--- src/rtl/head_shift_sched_pkg.sv ---
// Shared parser definitions: shift widths, candidate limits and the shift-command struct.
// The width/limit macros may be overridden on the command line before this file is read.
`ifndef HEAD_SHIFT_WIDTH
`define HEAD_SHIFT_WIDTH 4
`endif
`ifndef META_SHIFT_WIDTH
`define META_SHIFT_WIDTH 3
`endif
`ifndef HEAD_CANDI_NUM
`define HEAD_CANDI_NUM 8
`endif
`ifndef META_CANDI_NUM
`define META_CANDI_NUM 4
`endif

package head_shift_sched_pkg;

  localparam int unsigned HeadShiftW   = `HEAD_SHIFT_WIDTH;
  localparam int unsigned MetaShiftW   = `META_SHIFT_WIDTH;
  localparam int unsigned HeadCandiNum = `HEAD_CANDI_NUM;
  localparam int unsigned MetaCandiNum = `META_CANDI_NUM;

  localparam logic [HeadShiftW-1:0] HeadShiftMax = HeadShiftW'(HeadCandiNum);
  localparam logic [MetaShiftW-1:0] MetaShiftMax = MetaShiftW'(MetaCandiNum);

  typedef struct packed {
    logic [HeadShiftW-1:0] head_shift;
    logic [MetaShiftW-1:0] meta_shift;
  } shift_cmd_t;

  typedef enum logic {StIdle, StPkt} sched_state_e;

  function automatic logic cmd_out_of_range(input shift_cmd_t cmd);
    return (cmd.head_shift > HeadShiftMax) || (cmd.meta_shift > MetaShiftMax);
  endfunction

  // Only the offending field is zeroed; an in-range sibling field is kept.
  function automatic shift_cmd_t clamp_cmd(input shift_cmd_t cmd);
    shift_cmd_t res;
    res = cmd;
    if (cmd.head_shift > HeadShiftMax) res.head_shift = '0;
    if (cmd.meta_shift > MetaShiftMax) res.meta_shift = '0;
    return res;
  endfunction

endpackage

--- src/rtl/shift_cmd_fifo.sv ---
// Synchronous shift-command FIFO with full/empty/count; read data is the current head.
module shift_cmd_fifo
  import head_shift_sched_pkg::*;
#(
  parameter int unsigned Depth = 4,
  localparam int unsigned PtrW = $clog2(Depth),
  localparam int unsigned CntW = PtrW + 1
) (
  input  logic            clk_i,
  input  logic            rst_ni,
  input  logic            push_i,
  input  shift_cmd_t      wdata_i,
  input  logic            pop_i,
  output shift_cmd_t      rdata_o,
  output logic            full_o,
  output logic            empty_o,
  output logic [CntW-1:0] count_o
);

  shift_cmd_t      mem_q [Depth];
  logic [PtrW-1:0] wr_ptr_q, wr_ptr_d, rd_ptr_q, rd_ptr_d;
  logic [CntW-1:0] count_q, count_d;
  logic            push_ok, pop_ok;

  always_comb begin
    full_o   = (count_q == CntW'(Depth));
    empty_o  = (count_q == '0);
    push_ok  = push_i & ~full_o;
    pop_ok   = pop_i & ~empty_o;
    wr_ptr_d = wr_ptr_q;
    rd_ptr_d = rd_ptr_q;
    count_d  = count_q;
    // Power-of-two depth: pointers wrap naturally at their width.
    if (push_ok) wr_ptr_d = wr_ptr_q + PtrW'(1);
    if (pop_ok)  rd_ptr_d = rd_ptr_q + PtrW'(1);
    case ({push_ok, pop_ok})
      2'b10:   count_d = count_q + CntW'(1);
      2'b01:   count_d = count_q - CntW'(1);
      default: count_d = count_q;
    endcase
    rdata_o = mem_q[rd_ptr_q];
    count_o = count_q;
  end

  always_ff @(posedge clk_i or negedge rst_ni) begin
    if (!rst_ni) begin
      wr_ptr_q <= '0;
      rd_ptr_q <= '0;
      count_q  <= '0;
    end else begin
      wr_ptr_q <= wr_ptr_d;
      rd_ptr_q <= rd_ptr_d;
      count_q  <= count_d;
    end
  end

  always_ff @(posedge clk_i) begin
    if (push_ok) mem_q[wr_ptr_q] <= wdata_i;
  end

endmodule

--- src/rtl/head_shift_sched.sv ---
// Schedules queued head/meta shift commands onto packet start slices with zero latency.
// Optional packet/miss statistics counters are enabled by defining SHIFT_SCHED_STATS_EN.
module head_shift_sched
  import head_shift_sched_pkg::*;
#(
  parameter int unsigned FIFO_DEPTH = 4
) (
  input  logic                         i_clk,
  input  logic                         i_rst_n,
  input  logic                         i_cmd_valid,
  output logic                         o_cmd_ready,
  input  logic [`HEAD_SHIFT_WIDTH-1:0] i_cmd_headShift,
  input  logic [`META_SHIFT_WIDTH-1:0] i_cmd_metaShift,
  input  logic                         i_headStart,
  input  logic                         i_headValid,
  output logic [`HEAD_SHIFT_WIDTH-1:0] o_headShift,
  output logic [`META_SHIFT_WIDTH-1:0] o_metaShift,
  output logic                         o_busy,
  output logic                         o_cmdMiss,
  output logic                         o_cmdErr
`ifdef SHIFT_SCHED_STATS_EN
  ,
  output logic [31:0]                  o_pktCnt,
  output logic [31:0]                  o_missCnt
`endif
);

  localparam int unsigned CntW = $clog2(FIFO_DEPTH) + 1;

  sched_state_e    state_q, state_d;
  logic            miss_q, miss_d, err_q, err_d;
  shift_cmd_t      in_cmd, in_cmd_clamped, head_cmd, out_cmd;
  logic            fifo_full, fifo_empty, cmd_fire, bypass, push, pop;
  logic [CntW-1:0] fifo_cnt;
  logic            unused_cnt;

  assign unused_cnt = ^fifo_cnt;

  shift_cmd_fifo #(
    .Depth (FIFO_DEPTH)
  ) u_fifo (
    .clk_i   (i_clk),
    .rst_ni  (i_rst_n),
    .push_i  (push),
    .wdata_i (in_cmd_clamped),
    .pop_i   (pop),
    .rdata_o (head_cmd),
    .full_o  (fifo_full),
    .empty_o (fifo_empty),
    .count_o (fifo_cnt)
  );

  always_comb begin
    in_cmd.head_shift = i_cmd_headShift;
    in_cmd.meta_shift = i_cmd_metaShift;
    in_cmd_clamped    = clamp_cmd(in_cmd);
    o_cmd_ready       = ~fifo_full;
    cmd_fire          = i_cmd_valid & ~fifo_full;
    // A command meeting a start slice on an empty FIFO is used directly, never stored.
    bypass            = cmd_fire & fifo_empty & i_headStart;
    push              = cmd_fire & ~bypass;
    pop               = i_headStart & ~fifo_empty;
    out_cmd           = '0;
    if (i_headStart) begin
      if (!fifo_empty)  out_cmd = head_cmd;
      else if (bypass)  out_cmd = in_cmd_clamped;
    end
    miss_d = i_headStart & fifo_empty & ~bypass;
    err_d  = cmd_fire & cmd_out_of_range(in_cmd);

    state_d = state_q;
    unique case (state_q)
      StIdle:  if (i_headStart) state_d = StPkt;
      StPkt:   if (!i_headStart && !i_headValid) state_d = StIdle;
      default: state_d = StIdle;
    endcase

    o_headShift = out_cmd.head_shift;
    o_metaShift = out_cmd.meta_shift;
    o_busy      = (state_q == StPkt);
    o_cmdMiss   = miss_q;
    o_cmdErr    = err_q;
  end

  always_ff @(posedge i_clk or negedge i_rst_n) begin
    if (!i_rst_n) begin
      state_q <= StIdle;
      miss_q  <= 1'b0;
      err_q   <= 1'b0;
    end else begin
      state_q <= state_d;
      miss_q  <= miss_d;
      err_q   <= err_d;
    end
  end

`ifdef SHIFT_SCHED_STATS_EN
  logic [31:0] pkt_cnt_q, pkt_cnt_d, miss_cnt_q, miss_cnt_d;

  always_comb begin
    pkt_cnt_d  = pkt_cnt_q;
    miss_cnt_d = miss_cnt_q;
    if (i_headStart && pkt_cnt_q != '1) pkt_cnt_d = pkt_cnt_q + 32'd1;
    if (miss_d && miss_cnt_q != '1)     miss_cnt_d = miss_cnt_q + 32'd1;
    o_pktCnt  = pkt_cnt_q;
    o_missCnt = miss_cnt_q;
  end

  always_ff @(posedge i_clk or negedge i_rst_n) begin
    if (!i_rst_n) begin
      pkt_cnt_q  <= '0;
      miss_cnt_q <= '0;
    end else begin
      pkt_cnt_q  <= pkt_cnt_d;
      miss_cnt_q <= miss_cnt_d;
    end
  end
`endif

endmodule

--- config.mk ---
export PLATFORM = sky130hd
export DESIGN_NAME = head_shift_sched
export DESIGN_NICKNAME = d
export VERILOG_FILES = /design/src/rtl/head_shift_sched_pkg.sv /design/src/rtl/shift_cmd_fifo.sv /design/src/rtl/head_shift_sched.sv
export SDC_FILE = /design/constraint.sdc
export NUM_CORES = 1
export LEC_CHECK = 0
export ABC_AREA = 1
export ABC_CLOCK_PERIOD_IN_PS = 2570
export CORE_ASPECT_RATIO = 0.5
export CORE_MARGIN = 2
export CORE_UTILIZATION = 45
export CTS_BUF_LIST = sky130_fd_sc_hd__clkbuf_16
export CTS_CLUSTER_DIAMETER = 50
export DETAILED_ROUTE_END_ITERATION = 10
export PLACE_DENSITY_LB_ADDON = 0.05
export SLEW_MARGIN = 0
export SYNTH_ARGS = -nofsm -noshare
export SYNTH_HDL_FRONTEND = slang
export SYNTH_SLANG_ARGS = --single-unit
--- constraint.sdc ---
create_clock -name i_clk -period 2.57 [get_ports i_clk]
set_input_delay 0.514 -clock i_clk [delete_from_list [all_inputs] [get_ports i_clk]]
set_output_delay 0.514 -clock i_clk [all_outputs]
set_load 0.005 [all_outputs]
==> metrics.cfg <==
[logic_synthesis]
avgSynthCellArea_um2 = 10.3
synth-edff-count = 28
ys_types = 23
synth_common_cells = 55 x nand2_1, 28 x edfxtp_1, 23 x nand3_1, 18 x inv_1
yosysWarningCount = 0
synth.area.top_cells = edfxtp_1 47%, dfrtp_1 14%, nand2_1 12%
syn_nets = 192
ys.flop_type = edfxtp_1
synthArstFlopShare_pct = 26.3
ys_seq_area_share_pct = 61.1
synth_top_area_share_pct = 47.1
synth_largest_area_cell = edfxtp_1
synth-seq-cells = 38
synthMostInstantiatedCell = nand2_1
synth_cells = 174
syn_area_um2 = 1790

[drt]
routed_via_density = 4.68
drt_iter0_markers = 56
wire_per_inst_um = 13.1
first_pass_iters = 4
drcViolationCount = 0
routed_wl_mm = 3.56
vias = 1269
antenna_left = 0

[grt]
busiest_layer = met2
met3_usage_pct = 7.17
grtUsageTotal_pct = 17.9
met1_usage_pct = 22.9
grt_first_pass_wirelength_mm = 5.80
antenna_found_initial = 0
use_met2_pct = 28.5
grt_overflow = 0
grt_max_degree = 16
first_global_vias = 1231

[critical_path]
cpMostUsedCell = nand2_1
regToRegSetupSlack_ns = 0.59
max_stage_delay_ns = 0.54
crit_arrival_ns = 1.95
worstSetupStartpointType = input port
cp_num_buf_inv = 2
crit_required_ns = 2.06
worstSetupEndpointType = output port
crit_chain = clkdlybuf4s50_1 > nand2_1 > nor2_2 > nand2_1 > nand2_1 > clkdlybuf4s50_1
cp_max_fo = 5
cp_slowest_cell = clkdlybuf4s50_1
setup.worst_path.class = in -> out
path_delay_family = buffers and inverters

[floorplanning]
fp-row-count = 16
die_area_um2 = 4520
die_w_um = 93.1
start_util_pct = 46.2
die_y_um = 48.6
coreArea_um2 = 3860
num_io_pins = 23

[clocking]
postCtsSetupBuffers = 0
tritoncts = yes
clock_latency_ns = 0.28
cts_htree_levels = 2
postCtsHoldBufs = 0
root_buffer = clkbuf_16
clock-sinks = 38
clock_path_buffers = 2
numCtsBuffers = 5
clk_pin_slew_ns = 0.05

[placement]
placedCellCount = 263
place.gp.congestion = 0.759
hpwlAfterDp_mm = 2.50
place_area_um2 = 2170
io_buffers = 22

[cells_and_area]
antennaDiodeCount = 0
fin_nets = 234
layout.cells.non_filler = 271
drive_gt1_share_pct = 15.2
finalInstanceArea_um2 = 2350
area_growth_pct = 31.4

[status]
status = finished clean

[power_and_ir_drop]
power.total_w = 0.00248
vdd_drop_max_v = 0.000552
leakage_nw = 1.04
power.density_nw_per_um2 = 1060

[timing]
rsz0062_at_grt = yes
fmax_mhz = 406
slew_headroom_pct = 69.1
worst_pin_slew_ns = 0.462
drv_slew = 0
period_needed_ns = 2.46
fin_crit_sh_pct = 95.8
setup_viol = 0
hold_viol = 0
fin_worst_skew_ns = 0.00441

[worst_hold_path]
min_path_type = reg -> reg

[job]
cap_viol_max_count = 0

-- final timing paths --
| path | cells past startpoint | endpoint | startpoint |
|---|---|---|---|
| min reg2reg | 1 | o_busy | o_busy |
| max | 6 | o_headShift[3] | i_cmd_headShift[3] |
| min in group asynchronous | 1 | u_fifo.wr_ptr_q[1] | i_rst_n |
| max reg2reg | 11 | u_fifo.count_o[2] | u_fifo.count_o[2] |
| min | 1 | o_busy | o_busy |
| max in group asynchronous | 1 | u_fifo.count_o[1] | i_rst_n |
-- sequential cells by signal (all words and copies together) (netlist names) --
| signal | cells |
|---|---|
| u_fifo.rd_ptr_q | 2 |
| u_fifo.wr_ptr_q | 2 |
| o_cmdErr | 1 |
| u_fifo.count_o | 3 |
| o_cmdMiss | 1 |
| u_fifo.mem_q | 28 |
| o_busy | 1 |
-- metal layers --
metal | wire (µm) | vias up
met4 | 44 | 0
met1 | 1680 | 585
li1 | - | 649
met2 | 1610 | 28
met3 | 219 | 7
met5 | 0 | -
-- metrics by stage --
stage | utilization, % | setup TNS (ns) | hold WS, ns | setup WS, ns
after floorplan | - | 0 | 0.218 | 0.776
after global placement | 56.1 | 0 | 0.477 | 0.0133
after detailed placement | 56.1 | -0.00984 | 0.485 | -0.00466
after CTS | 60.3 | 0 | 0.496 | 0.0237
after global routing | 60.8 | -0.00770 | 0.512 | -0.00770
final | 60.8 | 0 | 0.495 | 0.107
-- cells by family after synthesis --
group / count (synthesis) / share of synthesized area, %
adders and majority gates: 6 / 4.62
AOI/OAI and AO/OA: 7 / 2.10
and+or+nand+nor: 95 / 24.1
buffers and inverters: 24 / 6.16
xor gates and xnor gates: 4 / 1.96
DFF: 38 / 61.1
-- report_power, final --
| group | total (W) | switching (W) | internal [W] |
|---|---|---|---|
| logic | 0.000906 | 0.000499 | 0.000406 |
| clock network | 0.000667 | 0.000217 | 0.000450 |
| registers | 0.000911 | 0.0000860 | 0.000825 |
| total | 0.00248 | 0.000802 | 0.00168 |
-- cell type report --
class	count	area [µm²]
clock inverters	3	37.5
well taps	54	67.6
repair buffers	39	352
flip-flops and latches	38	1090
fillers	327	1520
multi-input cells	112	599
clock buffers	5	125
inverters	20	75.1
-- cells in the final DEF (no fill, tap or decap), types with 3 or more instances in the layout --
cell type,synthesis,final
dfrtp_1,10,10
nand3_1,23,23
ha_1,5,5
clkbuf_16,0,5
buf_4,1,17
edfxtp_1,28,28
nor2_1,10,9
o21ai_0,4,3
clkdlybuf4s50_1,0,19
nand2_1,55,55
inv_1,18,19
-- what timing repair did --
| action | CTS | global route |
|---|---|---|
| endpoints found under the setup margin | 3 | 3 |
| pin swaps | 1 | 1 |
| gates resized for setup | 1 | 7 |
(Power assumes the default switching activity.)
